[src/rtl/ps2_pkg.sv]
// Shared PS/2 receiver constants, FSM state type and the frame parity helper.
package ps2_pkg;

    localparam int unsigned FRAME_BITS = 11;
    localparam int unsigned BIT_START  = 0;
    localparam int unsigned BIT_PARITY = 9;
    localparam int unsigned BIT_STOP   = 10;

    localparam int unsigned DEFAULT_FILTER_LEN     = 8;
    localparam int unsigned DEFAULT_TIMEOUT_CYCLES = 50000;

    localparam logic [7:0] SCAN_BREAK = 8'hF0;
    localparam logic [7:0] SCAN_A     = 8'h1C;
    localparam logic [7:0] SCAN_Z     = 8'h1A;

    typedef enum logic [1:0] {
        StStart,
        StData,
        StParity,
        StStop
    } rx_state_e;

    function automatic logic odd_parity_ok(input logic [7:0] data, input logic parity);
        return ^{data, parity};
    endfunction

endpackage

[src/rtl/ps2_sync_filter.sv]
// Synchronizes the PS/2 clock and data pins, debounces the clock and emits a
// one-cycle strobe on each filtered falling edge.
module ps2_sync_filter
    import ps2_pkg::*;
#(
    parameter int unsigned FILTER_LEN = DEFAULT_FILTER_LEN
) (
    input  logic i_clk,
    input  logic i_rst,
    input  logic i_ps2_clk,
    input  logic i_ps2_data,
    output logic o_data_sync,
    output logic o_fall_strobe
);

    localparam int unsigned CntW = (FILTER_LEN > 1) ? $clog2(FILTER_LEN) : 1;

    logic            r_clk_meta;
    logic            r_clk_sync;
    logic            r_dat_meta;
    logic            r_dat_sync;
    logic [CntW-1:0] r_filt_cnt;
    logic            r_filt_clk;
    logic            r_strobe;

    always_ff @(posedge i_clk) begin
        if (i_rst) begin
            r_clk_meta <= 1'b1;
            r_clk_sync <= 1'b1;
            r_dat_meta <= 1'b1;
            r_dat_sync <= 1'b1;
            r_filt_cnt <= '0;
            r_filt_clk <= 1'b1;
            r_strobe   <= 1'b0;
        end else begin
            r_clk_meta <= i_ps2_clk;
            r_clk_sync <= r_clk_meta;
            r_dat_meta <= i_ps2_data;
            r_dat_sync <= r_dat_meta;
            r_strobe   <= 1'b0;
            // The filtered level only follows after FILTER_LEN differing samples in a row.
            if (r_clk_sync == r_filt_clk) begin
                r_filt_cnt <= '0;
            end else if (r_filt_cnt == CntW'(FILTER_LEN - 1)) begin
                r_filt_cnt <= '0;
                r_filt_clk <= r_clk_sync;
                r_strobe   <= ~r_clk_sync;
            end else begin
                r_filt_cnt <= r_filt_cnt + 1'b1;
            end
        end
    end

    assign o_data_sync   = r_dat_sync;
    assign o_fall_strobe = r_strobe;

endmodule

[src/rtl/ps2_keyboard_rx.sv]
// PS/2 device-to-host frame receiver: bit FSM with parity/stop check, idle
// timeout, and a scan-code holding register acknowledged by read.
module ps2_keyboard_rx
    import ps2_pkg::*;
#(
    parameter int unsigned FILTER_LEN     = DEFAULT_FILTER_LEN,
    parameter int unsigned TIMEOUT_CYCLES = DEFAULT_TIMEOUT_CYCLES
) (
    input  logic       clock50,
    input  logic       reset,
    input  logic       keyboard_clk,
    input  logic       keyboard_data,
    input  logic       read,
    output logic       scan_ready,
    output logic [7:0] scan_code
);

    localparam int unsigned BitW  = $clog2(FRAME_BITS);
    localparam int unsigned IdleW = (TIMEOUT_CYCLES > 1) ? $clog2(TIMEOUT_CYCLES) : 1;

    logic             w_data;
    logic             w_strobe;
    logic             w_timeout;
    logic             w_accept;
    rx_state_e        r_state;
    rx_state_e        w_state_d;
    logic [BitW-1:0]  r_bit_cnt;
    logic [BitW-1:0]  w_bit_cnt_d;
    logic [7:0]       r_shift;
    logic [7:0]       w_shift_d;
    logic             r_parity;
    logic             w_parity_d;
    logic [IdleW-1:0] r_idle_cnt;
    logic             r_scan_ready;
    logic [7:0]       r_scan_code;

    ps2_sync_filter #(
        .FILTER_LEN(FILTER_LEN)
    ) u_sync_filter (
        .i_clk        (clock50),
        .i_rst        (reset),
        .i_ps2_clk    (keyboard_clk),
        .i_ps2_data   (keyboard_data),
        .o_data_sync  (w_data),
        .o_fall_strobe(w_strobe)
    );

    assign w_timeout = (r_state != StStart) && !w_strobe &&
                       (r_idle_cnt == IdleW'(TIMEOUT_CYCLES - 1));

    always_ff @(posedge clock50) begin
        if (reset) begin
            r_state    <= StStart;
            r_bit_cnt  <= '0;
            r_shift    <= '0;
            r_parity   <= 1'b0;
            r_idle_cnt <= '0;
        end else begin
            r_state   <= w_state_d;
            r_bit_cnt <= w_bit_cnt_d;
            r_shift   <= w_shift_d;
            r_parity  <= w_parity_d;
            if (r_state == StStart || w_strobe || w_timeout) begin
                r_idle_cnt <= '0;
            end else begin
                r_idle_cnt <= r_idle_cnt + 1'b1;
            end
        end
    end

    always_comb begin
        w_state_d   = r_state;
        w_bit_cnt_d = r_bit_cnt;
        w_shift_d   = r_shift;
        w_parity_d  = r_parity;
        if (w_timeout) begin
            w_state_d   = StStart;
            w_bit_cnt_d = '0;
        end else if (w_strobe) begin
            unique case (r_state)
                StStart: begin
                    // A high start bit is line noise; stay put.
                    if (!w_data) begin
                        w_state_d   = StData;
                        w_bit_cnt_d = BitW'(BIT_START + 1);
                    end
                end
                StData: begin
                    w_shift_d   = {w_data, r_shift[7:1]};
                    w_bit_cnt_d = r_bit_cnt + 1'b1;
                    if (r_bit_cnt == BitW'(BIT_PARITY - 1)) begin
                        w_state_d = StParity;
                    end
                end
                StParity: begin
                    w_parity_d  = w_data;
                    w_bit_cnt_d = r_bit_cnt + 1'b1;
                    w_state_d   = StStop;
                end
                StStop: begin
                    w_state_d   = StStart;
                    w_bit_cnt_d = '0;
                end
                default: begin
                    w_state_d   = StStart;
                    w_bit_cnt_d = '0;
                end
            endcase
        end
    end

    always_comb begin
        w_accept = w_strobe && (r_state == StStop) && (r_bit_cnt == BitW'(BIT_STOP)) &&
                   w_data && odd_parity_ok(r_shift, r_parity);
    end

    // Accept has priority over read so a same-edge acknowledge cannot drop a new byte.
    always_ff @(posedge clock50) begin
        if (reset) begin
            r_scan_ready <= 1'b0;
            r_scan_code  <= 8'h00;
        end else if (w_accept) begin
            r_scan_ready <= 1'b1;
            r_scan_code  <= r_shift;
        end else if (read) begin
            r_scan_ready <= 1'b0;
        end
    end

    assign scan_ready = r_scan_ready;
    assign scan_code  = r_scan_code;

endmodule

[config.mk]
export PLATFORM = sky130hd
export DESIGN_NAME = ps2_keyboard_rx
export DESIGN_NICKNAME = d
export VERILOG_FILES = /design/src/rtl/ps2_pkg.sv /design/src/rtl/ps2_sync_filter.sv /design/src/rtl/ps2_keyboard_rx.sv
export SDC_FILE = /design/constraint.sdc
export NUM_CORES = 1
export LEC_CHECK = 0
export BUFFER_PORTS_ARGS = -buffer_cell sky130_fd_sc_hd__buf_2
export CORE_AREA = 5 5 100 55
export DETAILED_ROUTE_END_ITERATION = 6
export DIE_AREA = 0 0 105 60
export PLACE_DENSITY = 0.72
export SLEW_MARGIN = 40
export SYNTH_ARGS = -nofsm -noshare
export SYNTH_HDL_FRONTEND = slang
export SYNTH_HIERARCHICAL = 1
export SYNTH_SLANG_ARGS = --single-unit
[constraint.sdc]
create_clock -name clock50 -period 4 [get_ports clock50]
set_input_delay 0.6 -clock clock50 [delete_from_list [all_inputs] [get_ports clock50]]
set_output_delay 0.6 -clock clock50 [all_outputs]
set_load 0.02 [all_outputs]
# Word-level counts from Yosys, hierarchy flattened
# Index checks and enable logic that the tools add are counted.
# word_totals
ff_bits	49
input_bits	5
out_inout_bits	9
wordCells	61
# op_classes
add_sub_neg	3
n_eq_ne	10
n_mux	7
bitwise_logic	4
n_reduce_logical	23
# op_table
cell	n
16-bit by 1-bit adder with 16-bit output, second input constant	1
16-bit equality test, second input constant	1
4-bit case mux with 3 select lines	1
3-bit AND reduction	3
9-bit parity	1
4-bit equality test, second input constant	2
2-bit case mux with 4 select lines	1
1-bit logical AND	6
2-bit OR reduction	3
3-bit OR reduction	2
4-bit by 1-bit adder with 4-bit output, second input constant	1
2-bit equality test, second input constant	2
2-bit two-way mux	2
4-bit two-way mux	1
2-bit inequality test, second input constant	2
1-bit NOT	4
2-bit AND reduction	2
2-bit nonzero test	2
3-bit by 1-bit adder with 3-bit output, second input constant	1
3-bit equality test, second input constant	1
2-bit by 1-bit equality test with 1-bit output, second input constant	1
2-bit zero test	1
1-bit logical OR	2
1-bit two-way mux	2
other kinds (2)	2

# Logic depth before layout (Yosys ltp)
# depth
word_depth	6
depth_mapped	8

# Modules after synthesis
# The synthesis kept the hierarchy.
# modules_own_cells
module	instances	cells_per_inst	area_each_um2	seq_area_each_um2
ps2_keyboard_rx	1	219	1891.8	800.8
ps2_sync_filter	1	22	291.5	180.2

# Worst setup path after synthesis
# OpenSTA, ideal clock, no wires.
# synth_timing
path_kind	reg2reg
start	register r_bit_cnt[0]
end	register r_scan_ready, in the netlist scan_ready
setup_ns	0.115
arrival_ns	1.528
required_time_ns	3.885
setup_slack_ns	2.357
stages_incl_launch_ff	8
path_buffers	1
path_cell_list	dfxtp_1 inv_1 ha_1 and4_1 and3_1 mux2_4 buf_6 o21ba_1
# synth_between
elab_chain_cells	5
elab_cells_between_ends	6
cone_classes	eq/ne (1); mux (1); reduce/logical (4)
# synth_lines
element	line	rtl
from (decl)	ps2_keyboard_rx.sv:27	logic [BitW-1:0] r_bit_cnt;
from (signal assigned)	ps2_keyboard_rx.sv:60	r_bit_cnt <= w_bit_cnt_d;
4-bit equality test (*)	ps2_keyboard_rx.sv:113	w_accept = w_strobe && (r_state == StStop) && (r_bit_cnt == BitW'(BIT_STOP)) &&
1-bit logical AND (*) (2 in a row)	ps2_keyboard_rx.sv:113	
1-bit logical AND (*)	ps2_keyboard_rx.sv:114	w_data && odd_parity_ok(r_shift, r_parity);
1-bit two-way mux or 2-bit nonzero test (tied branches)	n/a	
to (signal assigned)	ps2_keyboard_rx.sv:120	r_scan_ready <= 1'b0;
to (signal assigned)	ps2_keyboard_rx.sv:123	r_scan_ready <= 1'b1;
to (signal assigned)	ps2_keyboard_rx.sv:126	r_scan_ready <= 1'b0;
to (decl)	ps2_keyboard_rx.sv:34	logic r_scan_ready;
# Mark *: on every way between the ends. The rest lies on a longest branch, timed or not.
# A chain may end at the register's enable or synchronous reset.

# Worst setup path after layout
# layout_timing
start	register r_idle_cnt[11]
end	register r_idle_cnt[14]
# layout_between
elab_chain_cells	4
elab_cells_between_ends	5
cone_classes	add/sub (1); eq/ne (1); reduce/logical (3)
# layout_lines
element	line	rtl
from (decl)	ps2_keyboard_rx.sv:33	logic [IdleW-1:0] r_idle_cnt;
from (signal assigned)	ps2_keyboard_rx.sv:66	r_idle_cnt <= r_idle_cnt + 1'b1;
branches (longest 4 deep; another with 16-bit by 1-bit adder with 16-bit output)	n/a	
# Parallel ways; which one is timed is not known.

==> flow_metrics.py <==
metrics = {
    "sta": {
        "fmax_mhz": 529.2,
        "setup_violations": 0,
        "finClkSkew_ns": 0.01701,
        "slew_headroom_pct": 65.99,
        "post-route-period-util_pct": 47.24,
        "final-hold-violation-count": 0,
        "maxSlewViolCount": 0,
        "rsz0062_at_grt": "false",
        "hold_slack_ns": 0.4108,
        "period_needed_ns": 1.890,
        "setup_tns_ns": 0,
        "layout_setup_ws_ns": 2.110,
        "worst_pin_slew_ns": 0.5101,
    },
    "die": {
        "core_area_sq_um": 4639,
        "rows": 18,
        "start_util_pct": 47.06,
        "fp.dieW_um": 105,
        "die_h_um": 60,
        "dieArea_sq_um": 6300,
        "pin_count": 14,
    },
    "clock_tree": {
        "cts.clk_slew.worst_paths_ns": 0.10,
        "post-cts-setup-buffers": 0,
        "ctsLongestPathBuffers": 2,
        "cts_tree": "yes",
        "cts_buffers": 5,
        "clkLatencyLatePin_ns": 0.31,
        "cts_hold_buf": 0,
        "cts-root-buf": "clkbuf_8",
        "clock_sinks": 49,
        "post_cts_resized": 0,
        "htreeDepth": 2,
    },
    "run": {
        "maxCapViolCount": 0,
    },
    "synth": {
        "netlist_top_cells_count": "49 x dfxtp_1, 30 x nor2_1, 19 x nand2_1",
        "syn-instance-count": 241,
        "post-synth-top-count-cell": "dfxtp_1",
        "netlist.area_leader.share_pct": 44.93,
        "synth-edff-count": 0,
        "yosysTopAreaCell": "dfxtp_1",
        "yosysSeqAreaShare_pct": 44.93,
        "ys_top_cells_by_area": "dfxtp_1 45%, ha_1 6.3%, xnor2_1 5.6%",
        "synth.cell_area_sq_um": 2183,
        "synth.distinct_cells": 33,
        "async_reset_ff_share_pct": 0,
        "syn_nets": 257,
        "yosys_warnings": 6,
        "synth_area_per_cell_sq_um": 9.060,
        "synth_seq_cells": 49,
        "ys.flop_type": "dfxtp_1",
    },
    "grt": {
        "grt_pass1_vias": 1387,
        "grt_max_degree": 37,
        "track_usage_pct": 12.98,
        "met3_usage_pct": 4.207,
        "grt.overflow.total": 0,
        "grt.met1_usage_pct": 19.37,
        "grt_pass1_wl_um": 6527,
        "busiest_layer": "met1",
        "grtUsageMet2_pct": 16.99,
        "antenna_found_initial": 0,
    },
    "min_path": {
        "min_to": "u_sync_filter/r_clk_sync",
        "hold_depth": 1,
        "hold_path_class": "reg -> reg",
        "worstHoldStart": "u_sync_filter/r_clk_meta",
    },
    "worst_setup_path": {
        "crit_path_start_kind": "register",
        "critPathRequiredTime_ns": 4.17,
        "reg2reg_from": "r_idle_cnt[11]",
        "path_class": "reg -> reg",
        "ff2ff_path_depth": 5,
        "r2r_slack_ns": 2.11,
        "cp-end-kind": "register",
        "reg2reg_to": "r_idle_cnt[14]",
        "arrival_ns": 2.06,
        "cp_max_fo": 16,
    },
    "placement": {
        "dp.cells": 307,
        "dp_hpwl_um": 2626,
        "io_buffers": 13,
        "gp_congestion": 0.8016,
        "pre_cts_ws_ns": 2.058,
        "placed_area_sq_um": 2285,
    },
    "drt": {
        "drt_iter0_drc": 37,
        "route.detailed.drc": 0,
        "ant_nets": 0,
        "drt-wirelength-per-cell_um": 11.74,
        "drt-pass1-iter-count": 4,
        "vias": 1586,
        "vias_per_cell": 5.035,
        "routed_wl_um": 3699,
    },
    "finish": {
        "final_cell_count_no_fill": 315,
        "finalInstanceArea_sq_um": 2372,
        "drive_gt1_share_pct": 10.98,
        "fillers": 440,
        "nets": 270,
        "syn_to_final_growth_pct": 8.654,
        "n_antenna_cell": 0,
        "final_util_pct": 51.13,
    },
    "status": {
        "status": "finished clean",
    },
    "pwr": {
        "p_per_area_nw_per_um2": 337.6,
        "p_leak_nw": 0.8301,
        "peakVddDrop_mv": 0.1379,
        "p_total_uw": 800.9,
    },
}
## worst max-delay path, stage by stage (launching register included)
cell and delay, ns:
dfxtp_1 0.34, nor4_1 0.35, nand4_1 0.14, nor4_1 0.33
or4_1 0.49, nor2_1 0.10
## registers in the layout (all words and copies together) (netlist names)
| name | flops |
|---|---|
| u_sync_filter/o_data_sync | 1 |
| r_idle_cnt | 16 |
| u_sync_filter/r_clk_meta | 1 |
| u_sync_filter/r_dat_meta | 1 |
| r_state | 2 |
| scan_ready | 1 |
| r_parity | 1 |
| r_shift | 8 |
| u_sync_filter/o_fall_strobe | 1 |
| scan_code | 8 |
| u_sync_filter/r_clk_sync | 1 |
| u_sync_filter/r_filt_cnt | 3 |
| u_sync_filter/r_filt_clk | 1 |
| r_bit_cnt | 4 |
## power by group
part	internal (mW)	switching [mW]
sequential	0.491	0.00181
clock	0.124	0.169
combinational	0.00683	0.00916
## placed cells by master (no fill, tap or decap), types with 2 or more instances in the layout
| cell | instances |
|---|---|
| dfxtp_1 | 49 |
| nor2_1 | 30 |
| nand2_1 | 19 |
| nand3_1 | 15 |
| a21oi_1 | 15 |
| nand2b_1 | 14 |
| xnor2_1 | 14 |
| buf_2 | 13 |
| ha_1 | 11 |
| inv_1 | 9 |
| xor2_1 | 8 |
| mux2i_1 | 8 |
| nor2b_1 | 5 |
| or2_2 | 5 |
| o21ai_0 | 5 |
| clkbuf_8 | 5 |
| nand4_1 | 4 |
| nor4_1 | 3 |
| or4_1 | 3 |
| or2b_1 | 3 |
| and4_1 | 2 |
| and3_1 | 2 |
| clkinvlp_4 | 2 |
| nor4b_1 | 2 |
## cell families after synthesis
| logic type | Yosys count | synth area share [%] |
|---|---|---|
| AO/OA/AOI/OAI | 25 | 6.476 |
| XOR/XNOR | 22 | 8.825 |
| adder cells (fa/ha/maj) | 11 | 6.304 |
| buffers and inverters | 16 | 3.323 |
| flip-flops | 49 | 44.93 |
| multiplexers | 9 | 4.355 |
| AND/OR/NAND/NOR | 109 | 25.79 |
## cell type report
cell class / instances / area, sq um / area share, %
repair buffers: 13 / 65.06 / 2.743
multi-input cells: 176 / 1130 / 47.63
well taps: 60 / 75.07 / 3.165
clock inverters: 2 / 15.01 / 0.6329
inverters: 9 / 33.78 / 1.424
flip-flops and latches: 49 / 980.9 / 41.35
clock buffers: 6 / 72.57 / 3.059
## how the worst max path moves through the flow
stage / startpoint / to / slack [ns] / cells after the start
3_3_place_gp: reset / r_idle_cnt[14] / 2.07 / 3
3_5_place_dp: reset / r_idle_cnt[14] / 2.06 / 3
4_1_cts: r_idle_cnt[0] / r_idle_cnt[14] / 2.13 / 5
2_1_floorplan: r_bit_cnt[0] / scan_ready / 2.36 / 7
6_report: r_idle_cnt[11] / r_idle_cnt[14] / 2.11 / 5
5_1_grt: r_idle_cnt[11] / r_idle_cnt[14] / 1.84 / 5
## metal layers
layer | vias up | part of all wire (%)
li1 | 830 | -
met4 | 0 | 1.5
met2 | 20 | 39
met5 | - | 0
met3 | 7 | 3.7
met1 | 729 | 56
Power figures use the tool's default switching activity.
